<file path="src/rtl/reaction_pkg.sv">
// Shared types and constants for the reaction-time game controller.
// The BEST_TIME_EN build option lives in reaction_timer_ctrl; nothing here depends on it.
package reaction_pkg;

    localparam int WIDTH_DEF   = 14;
    localparam int TIMEOUT_DEF = 5000;

    // Wide all-ones value, truncated to WIDTH where it is used.
    localparam logic [63:0] BEST_RESET = '1;

    typedef enum logic [2:0] {
        ST_IDLE   = 3'd0,
        ST_WAIT   = 3'd1,
        ST_GO     = 3'd2,
        ST_RESULT = 3'd3,
        ST_EARLY  = 3'd4
    } state_t;

    // States in which a Start pulse opens a new round.
    function automatic logic accepts_start(input state_t s);
        return (s == ST_IDLE) || (s == ST_RESULT) || (s == ST_EARLY);
    endfunction

endpackage

</file>
<file path="src/rtl/reaction_timer_ctrl_ms_counter.sv">
// Millisecond counter with clear and tick enable, plus a terminal-compare flag.
// Shared between the WAIT delay and the GO response/timeout measurement.
module ms_counter #(
    parameter int WIDTH = 14
) (
    input  logic             i_clk,
    input  logic             i_rst,
    input  logic             i_clear,
    input  logic             i_tick,
    input  logic [WIDTH-1:0] i_limit,
    output logic [WIDTH-1:0] o_count,
    output logic             o_terminal
);

    logic [WIDTH-1:0] r_count;
    logic [WIDTH:0]   w_next;

    // One extra bit so count+1 can never alias to a small value.
    assign w_next     = {1'b0, r_count} + {{WIDTH{1'b0}}, 1'b1};
    assign o_terminal = (w_next >= {1'b0, i_limit});
    assign o_count    = r_count;

    always_ff @(posedge i_clk or posedge i_rst) begin
        if (i_rst) begin
            r_count <= '0;
        end else if (i_clear) begin
            r_count <= '0;
        end else if (i_tick) begin
            r_count <= w_next[WIDTH-1:0];
        end
    end

endmodule

</file>
<file path="src/rtl/reaction_timer_ctrl.sv">
// Reaction-time game sequencer: random dark delay, lit LED, measured response in ms.
// Optional macro BEST_TIME_EN adds the o_best_time register/port.
//
// state     | meaning
// ----------+-----------------------------------------------------------
// ST_IDLE   | after reset, waiting for Start
// ST_WAIT   | LED dark, counting the random delay in ticks
// ST_GO     | LED lit, counting the player's response time
// ST_RESULT | round closed by React or by timeout, result held
// ST_EARLY  | player pressed during WAIT, round aborted
module reaction_timer_ctrl
    import reaction_pkg::*;
#(
    parameter int WIDTH      = WIDTH_DEF,
    parameter int TIMEOUT_MS = TIMEOUT_DEF
) (
    input  logic             i_clk,
    input  logic             i_rst,
    input  logic             i_tick,
    input  logic             i_start,
    input  logic             i_react,
    input  logic [WIDTH-1:0] i_random_value,
`ifdef BEST_TIME_EN
    output logic [WIDTH-1:0] o_best_time,
`endif
    output logic             o_led,
    output logic [WIDTH-1:0] o_reaction_time,
    output logic             o_valid,
    output logic             o_early,
    output logic             o_timeout
);

    localparam logic [WIDTH-1:0] TIMEOUT_L = WIDTH'(TIMEOUT_MS);

    state_t           r_state;
    logic [WIDTH-1:0] r_delay;
    logic [WIDTH-1:0] r_reaction_time;
    logic             r_led;
    logic             r_valid;
    logic             r_early;
    logic             r_timeout;

    logic             w_clear;
    logic             w_inc;
    logic [WIDTH-1:0] w_limit;
    logic [WIDTH-1:0] w_count;
    logic             w_term;
    logic [WIDTH-1:0] w_react_time;

    ms_counter #(.WIDTH(WIDTH)) u_ms_counter (
        .i_clk      (i_clk),
        .i_rst      (i_rst),
        .i_clear    (w_clear),
        .i_tick     (w_inc),
        .i_limit    (w_limit),
        .o_count    (w_count),
        .o_terminal (w_term)
    );

    // A Tick arriving together with React still counts toward the result.
    assign w_react_time = w_count + {{(WIDTH-1){1'b0}}, i_tick};

    always_comb begin
        w_clear = 1'b0;
        w_inc   = 1'b0;
        w_limit = (r_state == ST_GO) ? TIMEOUT_L : r_delay;
        case (r_state)
            ST_WAIT: begin
                if (!i_react && i_tick) begin
                    if (w_term) w_clear = 1'b1;
                    else        w_inc   = 1'b1;
                end
            end
            ST_GO: begin
                if (!i_react && i_tick && !w_term) w_inc = 1'b1;
            end
            default: begin
                if (i_start && accepts_start(r_state)) w_clear = 1'b1;
            end
        endcase
    end

`ifdef BEST_TIME_EN
    logic [WIDTH-1:0] r_best_time;
    assign o_best_time = r_best_time;
`endif

    always_ff @(posedge i_clk or posedge i_rst) begin
        if (i_rst) begin
            r_state         <= ST_IDLE;
            r_delay         <= '0;
            r_reaction_time <= '0;
            r_led           <= 1'b0;
            r_valid         <= 1'b0;
            r_early         <= 1'b0;
            r_timeout       <= 1'b0;
`ifdef BEST_TIME_EN
            r_best_time     <= WIDTH'(BEST_RESET);
`endif
        end else begin
            case (r_state)
                ST_WAIT: begin
                    if (i_react) begin
                        r_state <= ST_EARLY;
                        r_early <= 1'b1;
                    end else if (i_tick && w_term) begin
                        r_state <= ST_GO;
                        r_led   <= 1'b1;
                    end
                end
                ST_GO: begin
                    if (i_react) begin
                        r_state         <= ST_RESULT;
                        r_led           <= 1'b0;
                        r_valid         <= 1'b1;
                        r_reaction_time <= w_react_time;
`ifdef BEST_TIME_EN
                        if (w_react_time < r_best_time) r_best_time <= w_react_time;
`endif
                    end else if (i_tick && w_term) begin
                        r_state         <= ST_RESULT;
                        r_led           <= 1'b0;
                        r_valid         <= 1'b1;
                        r_timeout       <= 1'b1;
                        r_reaction_time <= TIMEOUT_L;
                    end
                end
                ST_IDLE, ST_RESULT, ST_EARLY: begin
                    // Start outranks a same-cycle React here; React alone is ignored.
                    if (i_start) begin
                        r_state         <= ST_WAIT;
                        r_delay         <= i_random_value;
                        r_reaction_time <= '0;
                        r_led           <= 1'b0;
                        r_valid         <= 1'b0;
                        r_early         <= 1'b0;
                        r_timeout       <= 1'b0;
                    end
                end
                default: begin
                    r_state <= ST_IDLE;
                    r_led   <= 1'b0;
                end
            endcase
        end
    end

    assign o_led           = r_led;
    assign o_reaction_time = r_reaction_time;
    assign o_valid         = r_valid;
    assign o_early         = r_early;
    assign o_timeout       = r_timeout;

endmodule
</file>
<file path="config.mk">
export PLATFORM = sky130hd
export DESIGN_NAME = reaction_timer_ctrl
export DESIGN_NICKNAME = d
export VERILOG_FILES = /design/src/rtl/reaction_pkg.sv /design/src/rtl/reaction_timer_ctrl_ms_counter.sv /design/src/rtl/reaction_timer_ctrl.sv
export SDC_FILE = /design/constraint.sdc
export NUM_CORES = 1
export LEC_CHECK = 0
export CAP_MARGIN = 5
export CELL_PAD_IN_SITES_DETAIL_PLACEMENT = 0
export CELL_PAD_IN_SITES_GLOBAL_PLACEMENT = 1
export CORE_UTILIZATION = 35
export CTS_BUF_LIST = sky130_fd_sc_hd__clkbuf_16
export DETAILED_ROUTE_END_ITERATION = 8
export PLACE_DENSITY_LB_ADDON = 0.2
export SETUP_SLACK_MARGIN = 0.2
export SLEW_MARGIN = 40
export SYNTH_ARGS = -nofsm -noshare
export SYNTH_HDL_FRONTEND = slang
export SYNTH_SLANG_ARGS = --single-unit
</file>
<file path="constraint.sdc">
create_clock -name i_clk -period 7.1 [get_ports i_clk]
set_input_delay 1.42 -clock i_clk [delete_from_list [all_inputs] [get_ports i_clk]]
set_output_delay 1.42 -clock i_clk [all_outputs]
set_load 0.005 [all_outputs]
</file>
==> Word-level counts from Yosys, hierarchy flattened <==
Index checks and enable logic that the tools add are counted.
{ "word_totals": {"ff_bits": 49, "out_inout_bits": 18} }
{ "classes": {"n_addsub": 2, "order_cmp": 1, "eq_ne": 12, "n_mux": 32, "reduce_logical": 19} }
{ "op_table": {"columns": ["operator", "count"], "rows": [
  ["$mux W14", 6],
  ["$pmux W14 S2", 1],
  ["$add A14 B1 Y15 const B", 1],
  ["$ge A15 B14 Y1", 1],
  ["$mux W3", 5],
  ["$add A14 B1 Y14", 1],
  ["$mux W1", 13],
  ["$ne A2 B2 Y1 const B", 5],
  ["$pmux W1 S2", 5],
  ["$pmux W3 S3", 1],
  ["$reduce_and A3 Y1", 3],
  ["$reduce_and A4 Y1", 2],
  ["$eq A3 B2 Y1 const B", 2],
  ["$reduce_bool A2 Y1", 3],
  ["$logic_and A1 B1 Y1", 4],
  ["$eq A3 B1 Y1 const B", 1],
  ["$eq A3 B3 Y1 const B", 1],
  ["$logic_not A3 Y1", 1],
  ["$ne A3 B2 Y1 const B", 1],
  ["$ne A3 B3 Y1 const B", 1],
  ["$pmux W1 S3", 1],
  ["$reduce_or A3 Y1", 1],
  ["$logic_not A1 Y1", 2],
  ["$logic_or A1 B1 Y1", 2],
  ["2 further kinds", 2]
]} }

==> Longest topological paths before layout <==
{ "depth": {"word_depth": 9, "depth_mapped": 16} }

==> Hierarchy <==
A second synthesis with hierarchy kept.
{ "hier_totals": {"cells_unflattened": 344, "area_unflattened_um2": 3084.2} }
{ "modules_own_cells": {"columns": ["module", "instances", "cells_each", "area_per_inst_um2", "seq_area_each_um2"], "rows": [
  ["reaction_timer_ctrl", 1, 195, 1833.0, 875.8],
  ["ms_counter", 1, 149, 1251.2, 350.3]
]} }

==> Worst setup path before layout <==
Ideal clock, no wire load.
{ "synth_path": {"kind": "reg2reg", "from": "reg u_ms_counter.r_count[0] (netlist: u_ms_counter.o_count[0])", "to": "reg r_reaction_time[0] (netlist: o_reaction_time[0])", "setup_time_ns": 0.122, "arrival_ns": 3.177, "t_required_ns": 6.978, "setup_slack_ns": 3.801, "path_stages_with_launch": 14, "path_buffers": 1, "path_cell_list": "dfrtp_1 ha_1 and3_1 nand3_1 or2_2 xnor2_1 ha_1 nand4_1 a211oi_1 a2111oi_4 a311o_1 and2_1 buf_6 a32o_1"} }
{ "synth_between": {"elab_chain_len": 5, "elab_cells_between_ends": 8, "classes_between": "2 x add/sub; 1 x order compare; 1 x eq/ne; 2 x mux; 2 x reduce/logical"} }
{ "synth_rtl": {"columns": ["item", "line_no", "text"], "rows": [
  ["start, declared", "reaction_timer_ctrl_ms_counter.sv:15", "logic [WIDTH-1:0] r_count;"],
  ["start signal, assigned", "reaction_timer_ctrl_ms_counter.sv:29", "r_count <= w_next[WIDTH-1:0];"],
  ["$add A14 B1 Y15", "reaction_timer_ctrl_ms_counter.sv:19", "assign w_next = {1'b0, r_count} + {{WIDTH{1'b0}}, 1'b1};"],
  ["$ge A15 B14 Y1", "reaction_timer_ctrl_ms_counter.sv:20", "assign o_terminal = (w_next >= {1'b0, i_limit});"],
  ["$logic_and A1 B1 Y1", "reaction_timer_ctrl.sv:120", "end else if (i_tick && w_term) begin"],
  ["$ne A3 B2 Y1 (no line)", null, null],
  ["$reduce_and A3 Y1 (no line)", null, null],
  ["end signal, assigned", "reaction_timer_ctrl.sv:116", "r_reaction_time <= w_react_time;"],
  ["end, declared", "reaction_timer_ctrl.sv:37", "logic [WIDTH-1:0] r_reaction_time;"]
]} }
Parallel ways exist; a longest one is shown, timed or not.
A chain may end at the register's enable or synchronous reset.

==> Worst setup path after layout <==
Same ends and word-level chain as after synthesis.

==> impl_metrics.csv <==
group,metric,value,unit
clock_tree,clockBufferDepth,2,
yosys,synth_warnings,0,
yosys,synth_nets,337,
detailed_routing,vias_per_cell,5.33,
timing,setup_viol,0,
critical_path,crit_start,"u_ms_counter.o_count[0]",
critical_path,criticalPathCategory,"reg2reg",
yosys,ys.flop_type,"dfrtp_1",
yosys,yosys-top-cells-area,"dfrtp_1 41%, ha_1 7.1%, mux2_2 5.3%, xnor2_1 4.7%, nand2_1 3.4%",
place,io_buffers,36,
layout,syn_to_final_growth,18.3,%
global_routing,grt_max_degree,50,
global_routing,grt_pass1_vias,2294,
detailed_routing,drcViolationCount,0,
detailed_routing,routedWlPerCell,16.4,um
clock_tree,path_clk_slew,70,ps
place,hpwlAfterDp,5020,um
clock_tree,post_cts_resized,0,
yosys,async_reset_ff_share,100,%
timing,grt_setup_unrepaired,"no",
floorplanning,row_count,33,
yosys,syn-cell-area,2990,um^2
yosys,synth_most_common_cell,"dfrtp_1",
clock_tree,cts_tree,"yes",
detailed_routing,drt_iter0_drc,96,
power,leakage,1.51,nW
floorplanning,die_area,8920,um^2
critical_path,cp_data_required_time,7280,ps
global_routing,grt_pass1_wl,12100,um
timing,clock-skew-final,5.91,ps
clock_tree,cts-root-buf,"clkbuf_16",
timing,finalSetupTns,0,ps
timing,fin_crit,4020,ps
floorplanning,die_x,94.5,um
job,cap_violations,0,
clock_tree,htreeDepth,2,
critical_path,crit_path_start_kind,"flip-flop",
yosys,avgSynthCellArea,9.94,um^2
floorplanning,coreArea,8260,um^2
timing,fmax,0.248,GHz
yosys,synth_largest_area_cell,"dfrtp_1",
timing,maxSlewViolCount,0,
detailed_routing,final_antenna_net_count,0,
global_routing,grt_overflow,0,
timing,finalCritPeriodShare,56.7,%
critical_path,worst-path-max-fanout,12,
layout,n_antenna_cell,0,
place,gp_congestion,0.784,
layout,fillers,835,
layout,drive_gt1_share,12.2,%
floorplanning,start_util,36.2,%
detailed_routing,num_vias,2301,
global_routing,globalRouteTotalUtil,17.7,%
yosys,netlist_instances,301,
clock_tree,clk_latency,290,ps
floorplanning,die_h,94.5,um
timing,hold_viol,0,
yosys,synth_seq_cells,49,
yosys,yosysTopAreaCellShare,41.0,%
critical_path,cp_data_arrival_time,4210,ps
status,outcome,"finished, final reports clean",
place,place_area,3400,um^2
clock_tree,numCtsBuffers,5,
clock_tree,cts_setup_buffers,0,
critical_path,cp-end-kind,"flip-flop",
power,p_per_area,246,nW/um^2
clock_tree,cts_hold_repair.buffers,0,
layout,design_area,3540,um^2
yosys,synth_commonest_cells,"49 x dfrtp_1, 27 x nand2_1, 20 x nor2_1",
power,ir_drop,122,uV
yosys,ys_seq_area_share,41.0,%
hold_path,hp-class,"reg2reg",
layout,fin_nets,362,
hold_path,min_from,"o_valid",
yosys,synth_edf_count,0,
critical_path,r2r_start,"u_ms_counter.o_count[0]",
timing,worst_pin_slew,699,ps
detailed_routing,firstDrtPassIters,4,
yosys,synth_cell_types,53,
timing,slew_headroom,53.4,%
floorplanning,ios,37,
clock_tree,clock-sinks,49,
global_routing,antenna_found_initial,0,
detailed_routing,drt-total-wl,7100,um
==> sequential cells by signal, summed over array words and instances (netlist names) <==
signal / cells
o_reaction_time: 14
r_delay: 14
u_ms_counter.o_count: 14
r_state: 3
o_early: 1
o_led: 1
o_timeout: 1
o_valid: 1
==> cell families after synthesis <==
kind of cell,share of synthesized area [%]
AND/OR/NAND/NOR,17.6
AO/OA/AOI/OAI,16.7
flip-flops,41.0
XOR/XNOR,7.32
buffers and inverters,4.31
adder cells (fa/ha/maj),7.11
multiplexers,5.94
==> critical path, cell delays in order (launching register included) <==
cell       delay [ps]
dfrtp_1           460
ha_1              280
and3_1            220
nand3_1           210
or2_2             400
xnor2_1           150
ha_1              320
nand4_1           160
a211oi_1          430
a2111oi_4         140
a311o_1           550
and2_1            350
a32o_1            240
==> area by class of cell <==
type | count | area [um^2] | area share, %
flip-flops and latches | 49 | 1230 | 34.6
repair buffers | 37 | 368 | 10.4
multi-input cells | 228 | 1650 | 46.6
clock buffers | 5 | 125 | 3.53
clock inverters | 3 | 17.5 | 0.495
inverters | 5 | 21.3 | 0.601
well taps | 105 | 131 | 3.71
==> worst paths after layout <==
| path | to | slack [ps] | cells after the start |
|---|---|---|---|
| worst min register to register | o_valid | 490 | 2 |
| worst min-delay path | o_valid | 490 | 2 |
| min in group asynchronous | o_reaction_time[1] | 1570 | 2 |
| max in group asynchronous | r_delay[12] | 5100 | 2 |
| worst max register to register | o_reaction_time[0] | 3080 | 12 |
| worst max-delay path | o_reaction_time[0] | 3080 | 12 |
==> routing by layer <==
metal / track usage (%) / share of wire [%] / up-vias
li1: - / - / 1137
met2: 26.4 / 45 / 40
met1: 26.3 / 51 / 1120
met5: 0 / 0 / -
met4: 5.05 / 0.86 / 0
met3: 2.66 / 2.7 / 4
==> stage by stage <==
step | total power [mW] | cells | utilization (%) | hold WS, ps | setup WS [ps]
finish | 0.872 | 432 | 42.9 | 489 | 3080
global route | 0.936 | 432 | 42.9 | 516 | 2760
CTS | 0.881 | 432 | 42.9 | 497 | 3060
detailed placement | 0.640 | 424 | 41.1 | 467 | 3090
global placement | 0.632 | 424 | 41.0 | 470 | 2910
floorplan | 0.564 | 301 | - | 470 | 3800
==> report_power, final <==
group | internal, mW | switching, mW | leakage, nW | total [mW]
Clock | 0.130 | 0.109 | 0.0696 | 0.239
Sequential | 0.332 | 0.0377 | 0.647 | 0.370
Combinational | 0.121 | 0.143 | 0.798 | 0.264
Total | 0.582 | 0.290 | 1.51 | 0.872
==> layout by cell type, fill, tap and decap left out, types with 9 or more instances in the layout <==
master / count
ha_1: 17
nand2_1: 27
mux2_2: 14
o21ai_0: 16
xnor2_1: 16
nor2_1: 20
xor2_1: 9
or3_1: 9
a21oi_1: 19
dfrtp_1: 49
clkdlybuf4s50_1: 36
nand3_1: 12
(Power assumes the default switching activity.)
